--- config.mk ---
export PLATFORM = sky130hd
export DESIGN_NAME = mouse_cfg_sched
export DESIGN_NICKNAME = d
export VERILOG_FILES = /design/src/rtl/mouse_cfg_sched.sv
export SDC_FILE = /design/constraint.sdc
export NUM_CORES = 1
export LEC_CHECK = 0
export ABC_AREA = 0
export ABC_CLOCK_PERIOD_IN_PS = 1490
export CELL_PAD_IN_SITES_DETAIL_PLACEMENT = 1
export CELL_PAD_IN_SITES_GLOBAL_PLACEMENT = 2
export CORE_ASPECT_RATIO = 1.2
export CORE_MARGIN = 2
export CORE_UTILIZATION = 27
export CTS_CLUSTER_SIZE = 30
export DETAILED_ROUTE_END_ITERATION = 12
export PLACE_DENSITY = 0.79
export SLEW_MARGIN = 20
export SYNTH_ARGS = -nofsm -noshare
export SYNTH_HDL_FRONTEND = slang
export SYNTH_SLANG_ARGS = --single-unit
--- constraint.sdc ---
create_clock -name clock -period 1.49 [get_ports clock]
set_clock_uncertainty 0.15 [all_clocks]
set_input_delay 0.3725 -clock clock [delete_from_list [all_inputs] [get_ports clock]]
set_output_delay 0.3725 -clock clock [all_outputs]
set_load 0.1 [all_outputs]
--- src/rtl/mouse_cfg_sched.sv ---
// Boot/resolution/warp strobe scheduler for the mouse core.
// Optional MOUSE_CFG_CLAMP_EN clamps warp targets to the current limits.
module mouse_cfg_sched #(
  parameter int MAX_X = 639,
  parameter int MAX_Y = 479,
  parameter int GAP   = 2
) (
  input  logic        clock,
  input  logic        reset,
  input  logic        res_req,
  input  logic [11:0] res_max_x,
  input  logic [11:0] res_max_y,
  output logic        res_ack,
  input  logic        warp_req,
  input  logic [11:0] warp_x,
  input  logic [11:0] warp_y,
  output logic        warp_ack,
  output logic [11:0] set_value,
  output logic        set_x_max,
  output logic        set_y_max,
  output logic        set_x,
  output logic        set_y,
  output logic        busy,
  output logic [11:0] cur_max_x,
  output logic [11:0] cur_max_y
);

  localparam int CW = (GAP < 2) ? 1 : $clog2(GAP + 1);
  localparam logic [CW-1:0] HOLD_INIT = CW'(GAP - 1);
  localparam logic [11:0] LIM_X = 12'(MAX_X);
  localparam logic [11:0] LIM_Y = 12'(MAX_Y);

  typedef enum logic [3:0] {
    BOOT_XMAX,
    BOOT_YMAX,
    BOOT_X,
    BOOT_Y,
    RES_X,
    RES_Y,
    WARP_X,
    WARP_Y,
    HOLD,
    IDLE
  } state_e;

  state_e        state_q, state_d;
  state_e        nxt_q, nxt_d;
  logic [CW-1:0] cnt_q, cnt_d;
  logic          rr_q, rr_d;
  logic [11:0]   res_x_q, res_x_d;
  logic [11:0]   res_y_q, res_y_d;
  logic [11:0]   wx_q, wx_d;
  logic [11:0]   wy_q, wy_d;

  logic [11:0] set_value_q, set_value_d;
  logic        sxm_q, sxm_d;
  logic        sym_q, sym_d;
  logic        sx_q, sx_d;
  logic        sy_q, sy_d;
  logic        res_ack_q, res_ack_d;
  logic        warp_ack_q, warp_ack_d;
  logic        busy_q, busy_d;
  logic [11:0] cur_x_q, cur_x_d;
  logic [11:0] cur_y_q, cur_y_d;

  logic        grant_res;
  logic        grant_warp;
  logic [11:0] wx_in;
  logic [11:0] wy_in;

  // rr_q set means the last contested grant went to res, so warp wins next tie
  assign grant_res  = res_req & (~warp_req | ~rr_q);
  assign grant_warp = warp_req & ~grant_res;

`ifdef MOUSE_CFG_CLAMP_EN
  assign wx_in = (warp_x > cur_x_q) ? cur_x_q : warp_x;
  assign wy_in = (warp_y > cur_y_q) ? cur_y_q : warp_y;
`else
  assign wx_in = warp_x;
  assign wy_in = warp_y;
`endif

  always_ff @(posedge clock) begin
    if (reset) begin
      state_q     <= BOOT_XMAX;
      nxt_q       <= BOOT_XMAX;
      cnt_q       <= '0;
      rr_q        <= 1'b0;
      res_x_q     <= '0;
      res_y_q     <= '0;
      wx_q        <= '0;
      wy_q        <= '0;
      set_value_q <= '0;
      sxm_q       <= 1'b0;
      sym_q       <= 1'b0;
      sx_q        <= 1'b0;
      sy_q        <= 1'b0;
      res_ack_q   <= 1'b0;
      warp_ack_q  <= 1'b0;
      busy_q      <= 1'b1;
      cur_x_q     <= '0;
      cur_y_q     <= '0;
    end else begin
      state_q     <= state_d;
      nxt_q       <= nxt_d;
      cnt_q       <= cnt_d;
      rr_q        <= rr_d;
      res_x_q     <= res_x_d;
      res_y_q     <= res_y_d;
      wx_q        <= wx_d;
      wy_q        <= wy_d;
      set_value_q <= set_value_d;
      sxm_q       <= sxm_d;
      sym_q       <= sym_d;
      sx_q        <= sx_d;
      sy_q        <= sy_d;
      res_ack_q   <= res_ack_d;
      warp_ack_q  <= warp_ack_d;
      busy_q      <= busy_d;
      cur_x_q     <= cur_x_d;
      cur_y_q     <= cur_y_d;
    end
  end

  always_comb begin
    state_d = state_q;
    nxt_d   = nxt_q;
    cnt_d   = cnt_q;
    rr_d    = rr_q;
    res_x_d = res_x_q;
    res_y_d = res_y_q;
    wx_d    = wx_q;
    wy_d    = wy_q;
    unique case (state_q)
      BOOT_XMAX: begin
        state_d = HOLD;
        nxt_d   = BOOT_YMAX;
        cnt_d   = HOLD_INIT;
      end
      BOOT_YMAX: begin
        state_d = HOLD;
        nxt_d   = BOOT_X;
        cnt_d   = HOLD_INIT;
      end
      BOOT_X: begin
        state_d = HOLD;
        nxt_d   = BOOT_Y;
        cnt_d   = HOLD_INIT;
      end
      BOOT_Y: begin
        state_d = HOLD;
        nxt_d   = IDLE;
        cnt_d   = HOLD_INIT;
      end
      RES_X: begin
        state_d = HOLD;
        nxt_d   = RES_Y;
        cnt_d   = HOLD_INIT;
      end
      RES_Y: begin
        state_d = HOLD;
        nxt_d   = IDLE;
        cnt_d   = HOLD_INIT;
      end
      WARP_X: begin
        state_d = HOLD;
        nxt_d   = WARP_Y;
        cnt_d   = HOLD_INIT;
      end
      WARP_Y: begin
        state_d = HOLD;
        nxt_d   = IDLE;
        cnt_d   = HOLD_INIT;
      end
      HOLD: begin
        if (cnt_q == '0) begin
          state_d = nxt_q;
        end else begin
          cnt_d = cnt_q - CW'(1);
        end
      end
      IDLE: begin
        unique case (1'b1)
          grant_res: begin
            state_d = RES_X;
            res_x_d = res_max_x;
            res_y_d = res_max_y;
          end
          grant_warp: begin
            state_d = WARP_X;
            wx_d    = wx_in;
            wy_d    = wy_in;
          end
          default: ;
        endcase
        if (res_req && warp_req) begin
          rr_d = grant_res;
        end
      end
      default: state_d = BOOT_XMAX;
    endcase
  end

  always_comb begin
    set_value_d = '0;
    sxm_d       = 1'b0;
    sym_d       = 1'b0;
    sx_d        = 1'b0;
    sy_d        = 1'b0;
    res_ack_d   = 1'b0;
    warp_ack_d  = 1'b0;
    busy_d      = (state_q != IDLE);
    cur_x_d     = cur_x_q;
    cur_y_d     = cur_y_q;
    unique case (state_q)
      BOOT_XMAX: begin
        sxm_d       = 1'b1;
        set_value_d = LIM_X;
        cur_x_d     = LIM_X;
      end
      BOOT_YMAX: begin
        sym_d       = 1'b1;
        set_value_d = LIM_Y;
        cur_y_d     = LIM_Y;
      end
      BOOT_X: begin
        sx_d        = 1'b1;
        set_value_d = LIM_X >> 1;
      end
      BOOT_Y: begin
        sy_d        = 1'b1;
        set_value_d = LIM_Y >> 1;
      end
      RES_X: begin
        sxm_d       = 1'b1;
        set_value_d = res_x_q;
        cur_x_d     = res_x_q;
      end
      RES_Y: begin
        sym_d       = 1'b1;
        set_value_d = res_y_q;
        cur_y_d     = res_y_q;
        res_ack_d   = 1'b1;
      end
      WARP_X: begin
        sx_d        = 1'b1;
        set_value_d = wx_q;
      end
      WARP_Y: begin
        sy_d        = 1'b1;
        set_value_d = wy_q;
        warp_ack_d  = 1'b1;
      end
      default: ;
    endcase
  end

  assign set_value = set_value_q;
  assign set_x_max = sxm_q;
  assign set_y_max = sym_q;
  assign set_x     = sx_q;
  assign set_y     = sy_q;
  assign res_ack   = res_ack_q;
  assign warp_ack  = warp_ack_q;
  assign busy      = busy_q;
  assign cur_max_x = cur_x_q;
  assign cur_max_y = cur_y_q;

endmodule

==> summary.txt <==
Power and ir drop
  • Leak: 0.00242 uW
  • VDD IR max: 0.511 mV
  • PwrDens: 918 nW/um^2

Drt
  • Drt total wl: ~15 mm
  • Initial DRC Count: 184
  • Via count: roughly 3,900
  • Routed Antenna Nets: 0
  • WL per Instance: 18.2 microns
  • Vias per std cell: 4.83
  • # DRC: 0
  • DR pass1 iterations: 6

Flow run
  • Count of maximum capacitance violations: 0

Worst setup path
  • Critical Path Sink Type: flip-flop
  • Worst setup path category: reg -> reg
  • CP Data Arrival Time: 1.70 ns
  • Critical path peak fanout: 9
  • CP startpoint kind: flip-flop
  • Worst EP required: 1.59 ns

Die
  • Die X: 120 microns
  • # IOs: 95
  • Starting Density: 27.7%
  • Die Height: 143 microns
  • Std cell rows: 50
  • Total die area: 17,100 sq um
  • Core Area: roughly 16,000 sq um

Status
  • Outcome: finished with violations
  • Failing checks: setup timing

Synthesis
  • Post-synth top area share: between 40% and 50%
  • Post-Syn Area per Cell: 9.02 sq um
  • Syn Std Cell Area: 4330 sq um
  • Yosys cell types: 46
  • Area contributors post-synth: dfxtp_1, nand2b_1, mux2i_1, a21oi_1, o21ai_0
  • Yosys top cell by area: dfxtp_1
  • Synth top cells by count: dfxtp_1, a21oi_1, nand2b_1
  • Mapped Cells: 480
  • Main flop type after synthesis: dfxtp_1
  • Top-count cell post-synth: dfxtp_1
  • Post-synth EDFFs: 0
  • FF+latch count, synth: 102
  • Synth warn: 0
  • Sequential-to-total area share from yosys stat: 47.2%
  • Mapped Nets: 533
  • Ys async rst share: 0%

Clocking
  • Htree depth: 3
  • TritonCTS Buffers: 9
  • CTS tree: yes
  • CTS sink cnt: a little over 100
  • Worst-Skew Late Latency: 0.35 ns
  • Clk slew on worst S/H paths: 0.07 ns
  • CTS max path bufs: 2
  • Hold buffer count at cts: 0
  • Root Buffer: clkbuf_16

STA
  • Count of final hold-check violations: 0
  • Worst slew margin: around two thirds
  • Period utilisation layout: 108%
  • # setup viols final: 69
  • Unrepaired setup endpoints after global routing: yes
  • Final hold slack: around 0.33 ns
  • Worst-Margin Slew: 0.504 ns
  • Final WS setup: -0.112 ns
  • Minimum clock period: 1.60 ns
  • Fin. max-slew vios: 0
  • Fmax: 624 MHz

Layout
  • Fin nets: 655
  • Post-Layout Cell Count: 813
  • Synth-to-layout area growth: 59.7%
  • N_diodes: 0
  • Fraction of layout cells with a size suffix above 1: between 20% and 30%
  • Final Cell Area: about 7000 sq um
  • Post-layout util: 44.2%

Global route
  • First-pass GRT wire length: ~23 mm
  • GRT Util Overall: 17.1%
  • Number of global-route vias before repair: between 4,000 and 5,000
  • Initial antenna violation count: 0
  • GRT Residual Overflow: 0
  • Maximum number of pins on one net before global-route repair: between 40 and 50

Placed design
  • Post-DP HPWL: 10.3 mm
  • Placed Area: 6160 sq um
  • I/O Buffers: 94
  • Final GP Congestion: 0.803
  • Placed cells: between 700 and 800

Min path
  • Worst Hold Class: reg -> reg
## critical path: stages, from the launching register on
cell       delay [ns]
dfxtp_4          0.36
buf_4            0.19
nand4bb_4        0.23
or3_4            0.37
a211oi_2         0.21
## timing repair
action / CTS / global route
cloned: 3 / 0
endpoints found under the hold margin: 0 / 0
setup endpoints to repair: 94 / 92
setup buffers: 4 / 8
pin swaps: 4 / 13
resized for setup: 40 / 66
## final cells by class
cell class	instances	area, sq um
fill	1757	8730
clock inverter	1	7.51
timing repair buffer	152	1960
tap	208	260
sequential	102	2060
inverter	5	22.5
multi-input combinational	332	2360
clock buffer	13	250
## flip-flops by register name, indices dropped and copies added (netlist names), 2 cells and up
signal     cells
cur_max_y     12
set_value     12
nxt_q          4
state_q        4
cur_max_x     12
cnt_q          2
res_x_q       12
res_y_q       12
wy_q          12
wx_q          12
## final timing paths
check	startpoint	end	slack, ns	cells past startpoint
worst max-delay path	state_q[1]	state_q[0]	-0.11	4
worst min-delay path	wx_q[3]	wx_q[3]	0.33	2
worst max register to register	state_q[1]	state_q[0]	-0.11	4
worst min register to register	wx_q[3]	wx_q[3]	0.33	2
## cells in the final DEF, fill, tap and decap left out, types with 3 or more instances in the layout
cell type | netlist | final
dfxtp_2 | 0 | 3
nand2b_1 | 52 | 52
a31oi_1 | 5 | 4
o21ai_0 | 45 | 30
clkbuf_1 | 20 | 3
nand3_1 | 36 | 33
dfxtp_1 | 102 | 96
nor2_1 | 14 | 11
buf_4 | 2 | 36
o21ai_1 | 0 | 13
clkbuf_16 | 0 | 9
nand2_1 | 30 | 30
inv_1 | 5 | 4
nand3_4 | 0 | 3
buf_12 | 0 | 49
nor3b_4 | 0 | 3
and2_1 | 7 | 6
mux2i_1 | 32 | 31
a21oi_2 | 0 | 5
a221oi_2 | 0 | 3
dfxtp_4 | 0 | 3
clkdlybuf4s50_1 | 0 | 48
a21oi_1 | 55 | 50
buf_6 | 4 | 13
and3_1 | 4 | 3
## metal layers
metal	vias to the layer above	routed length, microns	global-route usage (%)
met2	94	7810	30.3
li1	1925	-	-
met1	1887	6100	20.3
met3	20	540	2.72
met5	-	0	0
met4	0	336	7.43
## stage by stage
step                      TNS (ns)  worst slack (ns)  power [uW]
final                        -2.32            -0.112        6350
after global routing         -6.85            -0.171        6530
after CTS                    -1.03           -0.0699        6330
after detailed placement    -20.88            -0.388        4140
after global placement      -18.07            -0.319        4110
after floorplan                  0           0.00113        3560
## kinds of logic after synthesis
logic type               Yosys count  synth area share (%)
flip-flops                       102                  47.2
buffers and inverters             47                  5.40
AND/OR/NAND/NOR                  169                  21.8
multiplexers                      37                  9.22
adder cells (fa/ha/maj)            1                 0.289
AO/OA/AOI/OAI                    124                  16.1
## report_power, final
| group | leakage (uW) | switching [uW] | internal [uW] |
|---|---|---|---|
| Sequential | 0.000832 | 72.4 | 2800 |
| Combinational | 0.00147 | 749 | 558 |
| Clock | 0.000122 | 1000 | 1160 |
| Total | 0.00242 | 1820 | 4520 |
Note: power is estimated with default switching activity, not from simulation.
